<file path="src/rtl/hilo_divider_if.sv">
// Handshake and result bus between the pipeline control and the HI/LO divider.
// The master side issues operations; the slave side (the divider) returns results.
interface hilo_divider_if #(
  parameter int WIDTH = 32
);
  logic             start;
  logic             is_signed;
  logic [WIDTH-1:0] dataA;
  logic [WIDTH-1:0] dataB;
  logic             busy;
  logic             done;
  logic             div_zero;
  logic [WIDTH-1:0] hi;
  logic [WIDTH-1:0] lo;

  modport master (
    output start, is_signed, dataA, dataB,
    input  busy, done, div_zero, hi, lo
  );

  modport slave (
    input  start, is_signed, dataA, dataB,
    output busy, done, div_zero, hi, lo
  );
endinterface

</file>
<file path="src/rtl/hilo_divider.sv">
// Multi-cycle restoring divider for MIPS DIV/DIVU: one quotient bit per clock,
// remainder to HI and quotient to LO, with a sign fix-up cycle at the end.
module hilo_divider #(
  parameter int WIDTH = 32
) (
  input  logic          clk,
  input  logic          rst,
  hilo_divider_if.slave bus
);

  typedef enum logic [1:0] {IDLE, CALC, FIX, DONE} state_t;

  localparam int CNT_W = $clog2(WIDTH) + 1;

  state_t           state;
  logic [WIDTH-1:0] dividend_orig;
  logic [WIDTH-1:0] divisor;
  logic [WIDTH-1:0] quo;
  logic [WIDTH-1:0] rem;
  logic             sign_q;
  logic             sign_r;
  logic             zero_div;
  logic [CNT_W-1:0] count;

  logic [WIDTH-1:0] abs_a;
  logic [WIDTH-1:0] abs_b;
  logic [WIDTH:0]   rem_shift;
  logic             rem_ge;

  // Magnitudes are only taken for DIV; the most negative value maps to itself,
  // which is the correct unsigned magnitude.
  always_comb begin
    abs_a     = (bus.is_signed && bus.dataA[WIDTH-1]) ? -bus.dataA : bus.dataA;
    abs_b     = (bus.is_signed && bus.dataB[WIDTH-1]) ? -bus.dataB : bus.dataB;
    rem_shift = {rem, quo[WIDTH-1]};
    rem_ge    = (rem_shift >= {1'b0, divisor});
  end

  always_ff @(posedge clk or negedge rst) begin
    if (!rst) begin
      state         <= IDLE;
      dividend_orig <= '0;
      divisor       <= '0;
      quo           <= '0;
      rem           <= '0;
      sign_q        <= 1'b0;
      sign_r        <= 1'b0;
      zero_div      <= 1'b0;
      count         <= '0;
      bus.busy      <= 1'b0;
      bus.done      <= 1'b0;
      bus.div_zero  <= 1'b0;
      bus.hi        <= '0;
      bus.lo        <= '0;
    end else begin
      bus.done <= 1'b0;
      case (state)
        IDLE, DONE: begin
          if (bus.start) begin
            dividend_orig <= bus.dataA;
            divisor       <= abs_b;
            quo           <= abs_a;
            rem           <= '0;
            count         <= '0;
            sign_q        <= bus.is_signed & (bus.dataA[WIDTH-1] ^ bus.dataB[WIDTH-1]);
            sign_r        <= bus.is_signed & bus.dataA[WIDTH-1];
            zero_div      <= (bus.dataB == '0);
            bus.busy      <= 1'b1;
            state         <= (bus.dataB == '0) ? FIX : CALC;
          end else begin
            state <= IDLE;
          end
        end
        CALC: begin
          // The shifted remainder is always below twice the divisor, so the
          // truncated difference is exact.
          if (rem_ge) begin
            rem <= rem_shift[WIDTH-1:0] - divisor;
            quo <= {quo[WIDTH-2:0], 1'b1};
          end else begin
            rem <= rem_shift[WIDTH-1:0];
            quo <= {quo[WIDTH-2:0], 1'b0};
          end
          count <= count + 1'b1;
          if (count == CNT_W'(WIDTH - 1)) begin
            state <= FIX;
          end
        end
        FIX: begin
          if (zero_div) begin
            bus.lo       <= '1;
            bus.hi       <= dividend_orig;
            bus.div_zero <= 1'b1;
          end else begin
            bus.lo       <= sign_q ? -quo : quo;
            bus.hi       <= sign_r ? -rem : rem;
            bus.div_zero <= 1'b0;
          end
          bus.done <= 1'b1;
          bus.busy <= 1'b0;
          state    <= DONE;
        end
        default: state <= IDLE;
      endcase
    end
  end

endmodule
</file>
<file path="src/flat_wrapper.sv">
// flat-port wrapper written by rule: the top's interface ports become plain ports
module hilo_divider_flat 
#(
  parameter int WIDTH = 32
)
  (clk, rst, bus_start, bus_is_signed, bus_dataA, bus_dataB, bus_busy, bus_done, bus_div_zero, bus_hi, bus_lo);
  hilo_divider_if #(.WIDTH(WIDTH)) bus_i ();
  input  logic clk;
  input  logic rst;
  input wire logic [$bits(bus_i.start)-1:0] bus_start;
  input wire logic [$bits(bus_i.is_signed)-1:0] bus_is_signed;
  input wire logic [$bits(bus_i.dataA)-1:0] bus_dataA;
  input wire logic [$bits(bus_i.dataB)-1:0] bus_dataB;
  output wire logic [$bits(bus_i.busy)-1:0] bus_busy;
  output wire logic [$bits(bus_i.done)-1:0] bus_done;
  output wire logic [$bits(bus_i.div_zero)-1:0] bus_div_zero;
  output wire logic [$bits(bus_i.hi)-1:0] bus_hi;
  output wire logic [$bits(bus_i.lo)-1:0] bus_lo;
  assign bus_i.start = bus_start;
  assign bus_i.is_signed = bus_is_signed;
  assign bus_i.dataA = bus_dataA;
  assign bus_i.dataB = bus_dataB;
  assign bus_busy = bus_i.busy;
  assign bus_done = bus_i.done;
  assign bus_div_zero = bus_i.div_zero;
  assign bus_hi = bus_i.hi;
  assign bus_lo = bus_i.lo;
  hilo_divider #(.WIDTH(WIDTH)) u_core (.clk(clk), .rst(rst), .bus(bus_i));
endmodule
</file>
<file path="config.mk">
export PLATFORM = sky130hd
export DESIGN_NAME = hilo_divider_flat
export DESIGN_NICKNAME = d
export VERILOG_FILES = /design/src/rtl/hilo_divider_if.sv /design/src/rtl/hilo_divider.sv /design/src/flat_wrapper.sv
export SDC_FILE = /design/constraint.sdc
export NUM_CORES = 1
export LEC_CHECK = 0
export CAP_MARGIN = 10
export CORE_ASPECT_RATIO = 1.75
export CORE_UTILIZATION = 48
export CTS_CLUSTER_SIZE = 8
export DETAILED_ROUTE_END_ITERATION = 10
export GPL_TIMING_DRIVEN = 0
export PLACE_DENSITY = 0.74
export SLEW_MARGIN = 20
export SYNTH_ARGS = -nofsm -noshare
export SYNTH_HDL_FRONTEND = slang
export SYNTH_SLANG_ARGS = --single-unit
</file>
<file path="constraint.sdc">
create_clock -name clk -period 6.5 [get_ports clk]
set_input_delay 1.3 -clock clk [delete_from_list [all_inputs] [get_ports clk]]
set_output_delay 1.3 -clock clk [all_outputs]
set_load 0.01 [all_outputs]
</file>
After elaboration in Yosys (flattened, before gate mapping)
Cells that the tools add are included.
{ "totals": {"output_inout_bits": 67, "word_cells": 62, "register_bits": 206} }
{ "op_classes": {"add_sub_neg": 6, "n_eq_ne": 6, "n_reduce_logical": 10, "muxes": 22, "bitwise": 3, "magnitude_cmp": 1} }
{ "ops": {"columns": ["operator", "count"], "rows": [
  ["$mux 32", 9],
  ["$neg 32->32", 4],
  ["$pmux 32 s2", 2],
  ["$ge 33x32->1", 1],
  ["$logic_not 32->1", 1],
  ["$sub 32x32->32", 1],
  ["$pmux 6 s2", 1],
  ["$add 6x1->6 const B", 1],
  ["$eq 6x5->1 const B", 1],
  ["$mux 2", 3],
  ["$mux 6", 1],
  ["$pmux 2 s3", 1],
  ["$reduce_and 2->1", 3],
  ["$eq 2x2->1 const B", 2],
  ["$mux 1", 4],
  ["$reduce_bool 2->1", 2],
  ["$and 1x1->1", 2],
  ["$eq 2x1->1 const B", 1],
  ["$logic_and 1x1->1", 2],
  ["$logic_not 2->1", 1],
  ["$ne 2x1->1 const B", 1],
  ["$ne 2x2->1 const B", 1],
  ["$pmux 1 s2", 1],
  ["$reduce_or 2->1", 1],
  ["$xor 1x1->1", 1]
]} }

Logic depth before layout (Yosys ltp)
Gate-level depths: netlist of the first run.
{ "depth": {"depth_word": 4, "ltp_mapped": 13} }

Least setup slack after synthesis of the first run
Ideal clock, no wire load.
{ "synth_path": {"kind": "input to register", "startpoint": "in bus_dataA[14]", "endpoint": "reg u_core.quo[30]", "t_arrival_ps": 3348, "t_required_ps": 6360, "slack_ps": 3011, "n_path_buf": 0, "path_stages": 7, "path_cell_list": "or3_1 or4_1 o41ai_1 nand2_1 or3_1 nand3_1 a31oi_1"} }
{ "synth_between": {"elab_chain_len": 4} }
{ "synth_lines": {"columns": ["item", "line_no", "rtl"], "rows": [
  ["start, declared", "flat_wrapper.sv:12", "input wire logic [$bits(bus_i.dataA)-1:0] bus_dataA;"],
  ["$neg 32->32", "hilo_divider.sv:33", "abs_a = (bus.is_signed && bus.dataA[WIDTH-1]) ? -bus.dataA : bus.dataA;"],
  ["$mux 32", "hilo_divider.sv:33", null],
  ["$mux 32", "hilo_divider.sv:59", "if (bus.start) begin"],
  ["$pmux 32 s2", "hilo_divider.sv:57", "case (state)"],
  ["end signal, assigned", "hilo_divider.sv:62", "quo <= abs_a;"],
  ["end signal, assigned", "hilo_divider.sv:79", "quo <= {quo[WIDTH-2:0], 1'b1};"],
  ["end signal, assigned", "hilo_divider.sv:82", "quo <= {quo[WIDTH-2:0], 1'b0};"],
  ["end, declared", "hilo_divider.sv:18", "logic [WIDTH-1:0] quo;"]
]} }
Every way passes these cells. The select of a mux whose other input is x is not followed.
A chain may end at the register's enable or synchronous reset.

Worst setup path in the final report of the first run
{ "layout_path": {"startpoint": "reg u_core.rem[17]", "endpoint": "reg u_core.rem[20]"} }
{ "layout_between": {"elab_chain_len": 3, "word_cells_on_any_way": 4, "cone_classes": "add/sub: 1; order compare: 1; mux: 2"} }
{ "layout_lines": {"columns": ["item", "line_no", "rtl"], "rows": [
  ["start, declared", "hilo_divider.sv:19", "logic [WIDTH-1:0] rem;"],
  ["start signal, assigned", "hilo_divider.sv:78", "rem <= rem_shift[WIDTH-1:0] - divisor;"],
  ["start signal, assigned", "hilo_divider.sv:81", "rem <= rem_shift[WIDTH-1:0];"],
  ["$sub 32x32->32 / $ge 33x32->1 (equally long branches)", "hilo_divider.sv:78, hilo_divider.sv:36", null],
  ["$mux 32 *", "hilo_divider.sv:77", "if (rem_ge) begin"],
  ["$pmux 32 s2 *", "hilo_divider.sv:57", null]
]} }
Every way passes the cells marked *; elsewhere a longest branch is shown, timed or not.

==> key figures, run 1 <==
Outcome
  • Outcome: finished clean

Route
  • First-pass iteration count of the detailed router: 6
  • Drt initial violations: between 600 and 700
  • Metal-1 WL: 13540 µm
  • Routed via count: 11550
  • Met3 WL post-DR: 1385 µm
  • # DRC: 0
  • Routed Antenna Nets: 0
  • Top sig layer: met4
  • Vias per cell: between 5 and 6
  • Post-Route WL: just under 40000 µm
  • DR WL met2: 21240 µm
  • Routed length per instance: 19.73 µm

Clock network
  • H-tree depth: 1
  • Hold-fix buffers at CTS: 0
  • Clock transition at the registers of the reported paths: 0.05 ns
  • Clk buf depth: 3
  • CTS Root Cell: clkbuf_16
  • Clk_lat worst skew: 0.55 ns
  • Cts repair resizes: 0
  • CTS tree: yes
  • Total clock sinks: 206
  • CTS buffer count: 29
  • # Post-CTS Setup Buffers: 0

Yosys
  • Mapped Avg Cell Area: 8.793 µm²
  • Post-Synthesis Cell Area: 12870 µm²
  • Sequential-to-total area share from yosys stat: 40.04%
  • Post-synth cell types: 60
  • Syn nets: 1572
  • Yosys warnings: 0
  • Async S/R FF share, synth: 100.0%
  • Cells after synthesis: ~1500
  • FF+latch count, synth: 206
  • Most used DFF post-synth: dfrtp_1
  • Post-synth EDFFs: 0

Critical path
  • Critical path arrival: 4.82 ns
  • Crit path kind: flip-flop to flip-flop
  • Worst setup EP type: flip-flop
  • Crit Path Max Fanout: 10
  • CP required: 6.90 ns
  • Crit start category: flip-flop

Place
  • Number of I/O port buffers: 134
  • DP Wirelength: between 30000 and 40000 µm
  • Placed cells: approximately 1900
  • GP Congestion: between 0.9 and 1

Power and ir drop
  • Switch Pwr: around 2800 µW
  • Logic pwr share: between 40% and 50%
  • Worst VDD drop: roughly 0.00022 V
  • Pwr Density: roughly 430 nW/µm²
  • Cell internal pwr: between 3000 and 4000 µW
  • Sw frac: a little over two fifths
  • Clk network pwr share: 20.0%
  • Leak: 0.006664 µW
  • Sequential Power Share: between 30% and 40%

GRT
  • Initial antenna violation count: 1
  • Grt total ovfl: 0
  • All-layer global routing usage: 28.43%
  • Vias in the first global route: 11820
  • First-pass GRT wire length: 60610 µm
  • Largest net degree at the start of global routing: 89

Final layout
  • Proportion of layout cells with a drive suffix above 1: 6.193%
  • Nets: 1739
  • Filler cell count: roughly 2400
  • Layout overhead on the synthesized area: 19.87%
  • Final core occ: 58.25%
  • Fin cells: just under 2000

STA
  • Max-slew headroom: 41.80%
  • Period utilisation layout: 67.92%
  • Least-Margin Pin Slew: roughly 0.87 ns
  • Final Hold Viols: 0
  • RSZ-0062 raised after global routing: no
  • Min cycle time layout: 4.415 ns
  • Max-slew violations: 0
  • Setup violators final: 0
  • Fin Clk Skew: 0.02436 ns
  • Fmax: 0.2265 GHz

Die
  • Row cnt: 79
  • Num ports: 135
  • Core footprint: between 20000 and 30000 µm²
  • Die width: 125.8 µm
  • Starting Density: ~49%
  • Die H: 218.6 µm
  • Die area: between 20000 and 30000 µm²

Worst hold path
  • Worst min path class: flip-flop to flip-flop

Job
  • Maxcap violations: 0
-- layout by cell type (no fill, tap or decap), types with 24 or more instances in the layout --
master	count
dfrtp_1	206
nand2_1	168
o21ai_0	162
clkdlybuf4s50_1	133
a21oi_1	116
nor2_1	107
clkbuf_1	75
xor2_1	71
xnor2_1	68
inv_1	61
mux2_2	51
ha_1	39
clkbuf_16	29
nand3_1	27
o31ai_1	27
mux2i_1	26
or3_1	24
-- Yosys cell counts, drive strengths merged, types with 5 or more instances --
master  count  share of area [%]
a21o       17               0.99
a21oi     116                4.5
a221o      12               0.93
a31oi      11               0.53
a32oi       5               0.34
and2        5               0.24
and3        7               0.34
buf         5               0.15
clkbuf     75                2.2
dfrtp     206                 40
ha         39                3.8
inv        61                1.8
mux2       51                4.5
mux2i      26                2.0
nand2     168                4.9
nand2b      6               0.29
nand3      27                1.0
nand4      18               0.87
nor2      107                3.1
nor2b      17               0.83
nor3       18               0.70
nor4       11               0.53
o211ai      8               0.47
o21a        5               0.29
o21ai     162                6.3
o311ai     11               0.75
o31ai      31                2.0
o41ai      15                1.0
or3        26                1.3
or4        20                1.3
xnor2      68                4.6
xor2       71                4.8
-- final cells by class --
type / count / area, µm² / share of cell area [%]
multi-input combinational: 1116 / 7186 / 46.57
sequential: 206 / 5155 / 33.41
timing repair buffer: 136 / 1401 / 9.081
clock buffer: 30 / 739.5 / 4.792
tap: 324 / 405.4 / 2.627
buffer: 80 / 300.3 / 1.946
inverter: 62 / 232.7 / 1.508
clock inverter: 1 / 8.758 / 0.05676
antenna: 1 / 2.502 / 0.01622
-- state kept, by name, summed over array words and instances, names as in the netlist, 2 cells and up --
name,cells
u_core.rem,32
u_core.bus.hi,32
u_core.dividend_orig,32
u_core.divisor,32
u_core.bus.lo,32
u_core.count,6
u_core.state,2
u_core.quo,32
-- per-stage QoR --
| step | area [µm²] | hold WS [ns] | setup WS (ns) | setup TNS [ns] | total power, µW |
|---|---|---|---|---|---|
| after detailed placement | 14680 | 0.4701 | 1.774 | 0 | 5243 |
| final | 15430 | 0.4750 | 2.085 | 0 | 6588 |
| after global routing | 15430 | 0.5025 | 1.838 | 0 | 7019 |
| after floorplan | 12870 | 0.4496 | 3.011 | 0 | 4081 |
| after global placement | 14620 | 0.4627 | -4.218 | -863.40 | 5143 |
| after CTS | 15430 | 0.4803 | 2.122 | 0 | 6582 |
-- metal layers --
metal | up-vias | GRT usage (%)
met5 | - | 0
met4 | 0 | 19.32
met3 | 148 | 2.644
met2 | 361 | 55.91
met1 | 5506 | 27.66
li1 | 5534 | -
-- worst max-delay path, stage by stage (launching register included) --
cell       delay [ns]
dfrtp_1          0.44
ha_1             0.43
a21o_1           0.21
a21o_1           0.18
a2111oi_0        0.60
o32ai_1          0.21
a21oi_1          0.36
a21o_1           0.22
clkbuf_1         0.61
clkbuf_1         0.65
mux2i_1          0.26
o21ai_0          0.09
-- power groups by stage --
stage	combinational, µW	clock [µW]	sequential, µW
6_report	3150	1320	2120
3_5_place_dp	3120	0	2120
3_3_place_gp	3040	0	2100
2_1_floorplan	1990	0	2100
4_1_cts	3150	1320	2110
5_1_grt	3460	1380	2180
-- cells by family (layout without fill, tap and decap cells) --
family / after synthesis / in the layout / synth area share, %
fa+ha+maj: 40 / 40 / 3.946
simple gates: 440 / 440 / 16.08
mux: 77 / 77 / 6.483
buf+inv: 142 / 309 / 4.140
other cells: 0 / 1 / 0
flops: 206 / 206 / 40.04
xor+xnor: 139 / 139 / 9.457
compound gates: 420 / 420 / 19.86
-- worst paths after layout --
| check | startpoint | endpoint | slack [ns] | depth (start not counted) |
|---|---|---|---|---|
| setup reg to reg | u_core.rem[17] | u_core.rem[20] | 2.09 | 11 |
| hold reg to reg | u_core.divisor[5] | u_core.divisor[5] | 0.47 | 2 |
| max in group asynchronous | rst | u_core.bus.hi[7] | 4.75 | 3 |
| setup / recovery | u_core.rem[17] | u_core.rem[20] | 2.09 | 11 |
| hold / removal | u_core.divisor[5] | u_core.divisor[5] | 0.47 | 2 |
| min in group asynchronous | rst | u_core.divisor[24] | 0.61 | 1 |
No activity file was read; power rests on OpenSTA's default activity.
==> run 2: changes to the inputs <==
- clock period: 6.5 -> 4.5 ns (I/O delays scaled with it)
==> run 2 against run 1 <==
  * Critical endpoint is now u_core.rem[1]
  * Clock skew shrank 0.0013 ns
  * Critical path type unchanged
  * Combinational power grew 44%
  * Sequential share of layout area is essentially flat
==> key figures, run 2 (synthesis gave the netlist of run 1 again) <==
Critical path
  • Worst setup EP type: flip-flop
  • Crit start category: flip-flop
  • Critical path arrival: 4.65 ns (-0.17 ns)
  • Crit path kind: flip-flop to flip-flop
  • CP required: 4.90 ns (-2.00 ns)
  • Crit Path Max Fanout: 10 (unchanged)

STA
  • Min cycle time layout: 4.257 ns (-0.1574 ns)
  • Period utilisation layout: 94.60% (+27 points)
  • Setup_tns: 0 ns (unchanged)
  • Setup violators final: 0 (unchanged)
  • Fmax: 0.2349 GHz (+3.7%)
  • Fin Clk Skew: 0.02310 ns (-0.001264 ns)
  • Max-slew headroom: 40.90% (-0.89 points)
  • Max-slew violations: 0 (unchanged)
  • Final Hold Viols: 0 (unchanged)
  • Least-Margin Pin Slew: 0.8864 ns (+0.01339 ns)
  • RSZ-0062 raised after global routing: no

Power and ir drop
  • Leak: 0.006667 µW (about the same)
  • Worst VDD drop: 0.0003195 V (+44%)
  • Pwr Density: 616.2 nW/µm² (+44%)

Clock network
  • Clock transition at the registers of the reported paths: 0.06 ns (about the same)
  • CTS Root Cell: clkbuf_16
  • CTS tree: yes
  • Clk buf depth: 3 (unchanged)
  • Total clock sinks: 206 (unchanged)
  • H-tree depth: 1 (unchanged)
  • Clk_lat worst skew: 0.55 ns (about the same)
  • CTS buffer count: 29 (unchanged)

Route
  • Post-Route WL: 38480 µm (-0.29%)
  • Routed Antenna Nets: 0 (unchanged)
  • First-pass iteration count of the detailed router: 5 (-1)
  • Drt initial violations: 661 (-1.2%)
  • # DRC: 0 (unchanged)
  • Vias per cell: 5.893 (-0.20%)
  • Routed length per instance: 19.67 µm (-0.29%)
  • Routed via count: 11530 (-0.20%)

Die
  • Die H: 218.6 µm (unchanged)
  • Die area: 27500 µm² (unchanged)
  • Row cnt: 79 (unchanged)
  • Core footprint: 26490 µm² (unchanged)
  • Die width: 125.8 µm (unchanged)
  • Starting Density: 48.60% (unchanged)
  • Num ports: 135 (unchanged)

GRT
  • Grt total ovfl: 0 (unchanged)
  • Vias in the first global route: 11820 (+0.025%)
  • First-pass GRT wire length: 60580 µm (about the same)
  • Largest net degree at the start of global routing: 89 (unchanged)
  • Initial antenna violation count: 1 (unchanged)
  • All-layer global routing usage: 28.42% (about the same)

Final layout
  • Layout overhead on the synthesized area: 19.88% (about the same)
  • Commonest non-fill, non-tap cells in the layout: dfrtp_1 (206), nand2_1 (168), o21ai_0 (162)
  • Proportion of layout cells with a drive suffix above 1: 6.254% (+0.061 points)
  • Final core occ: 58.26% (about the same)
  • Nets: 1739 (unchanged)
  • Most common cell after layout, fill and taps aside: dfrtp_1

Job
  • Maxcap violations: 0 (unchanged)

Outcome
  • Outcome: finished clean

Place
  • Number of I/O port buffers: 134 (unchanged)
  • DP Wirelength: 30220 µm (unchanged)
  • GP Congestion: 0.9281 (unchanged)

Worst hold path
  • Worst min path class: input port to async pin
==> run 2: final timing paths <==
kind	depth (start not counted)	slack, ns	start	endpoint
min	1	0.21	rst	u_core.divisor[24]
min reg2reg	2	0.48	u_core.divisor[5]	u_core.divisor[5]
min in group clk	2	0.48	u_core.divisor[5]	u_core.divisor[5]
max reg2reg	11	0.24	u_core.rem[18]	u_core.rem[1]
max in group asynchronous	3	3.15	rst	u_core.bus.hi[7]
max	11	0.24	u_core.rem[18]	u_core.rem[1]
==> run 2: final cells by class <==
type                    count  area [µm²]
repair buffers            136        1401
clock buffers              30       739.5
plain buffers              80       301.5
multi-input cells        1116        7186
inverters                  62       232.7
clock inverters             1       8.758
flip-flops and latches    206        5155
diodes                      1       2.502
fillers                  2421       11060
well taps                 324       405.4
==> run 2: timing repair <==
item	CTS	global route
setup buffers	0	0
gates resized for setup	0	2
endpoints found under the setup margin	0	10
hold buffers	0	0
==> run 2: where the power goes <==
part | internal [µW] | leakage, µW | total (µW) | switching, µW
combinational | 1810 | 0.00370 | 4550 | 2740
sequential | 2540 | 0.00260 | 3060 | 512
clock | 1140 | 0.000369 | 1900 | 767
total | 5490 | 0.00667 | 9510 | 4020
==> run 2: per-stage QoR <==
stage	total power, µW	hold WS (ns)	instances	area [µm²]	worst slack [ns]
6_report	9510	0.2148	1956	15430	0.2428
5_1_grt	10140	0.2307	1956	15430	0.04368
4_1_cts	9507	0.2123	1955	15430	0.1225
3_5_place_dp	7573	0.4701	1924	14680	0.1554
3_3_place_gp	7429	0.4627	1922	14620	-5.818
2_1_floorplan	5894	0.4496	1464	12870	1.174
==> run 2: layer usage <==
layer	track usage (%)	vias to the layer above	share of wire [%]
met1	27.62	5477	35
met3	2.644	139	3.8
met5	0	-	0
met4	19.28	0	6.2
met2	55.93	377	55
li1	-	5533	-
==> run 2: worst max-delay path, cell delays in order, from the launching register on <==
cell	delay, ns
dfrtp_1	0.48
ha_1	0.32
clkbuf_1	0.23
a21o_1	0.23
a2111oi_0	0.60
o32ai_1	0.21
a21oi_1	0.36
a21o_1	0.22
clkbuf_1	0.58
clkbuf_1	0.53
mux2i_1	0.26
o22ai_1	0.08
==> run 3: changes to the inputs <==
- HOLD_SLACK_MARGIN: not set -> 0.06
==> results of run 3 <==
Same layout as run 2: the final DEF is identical, and so are final timing and power.
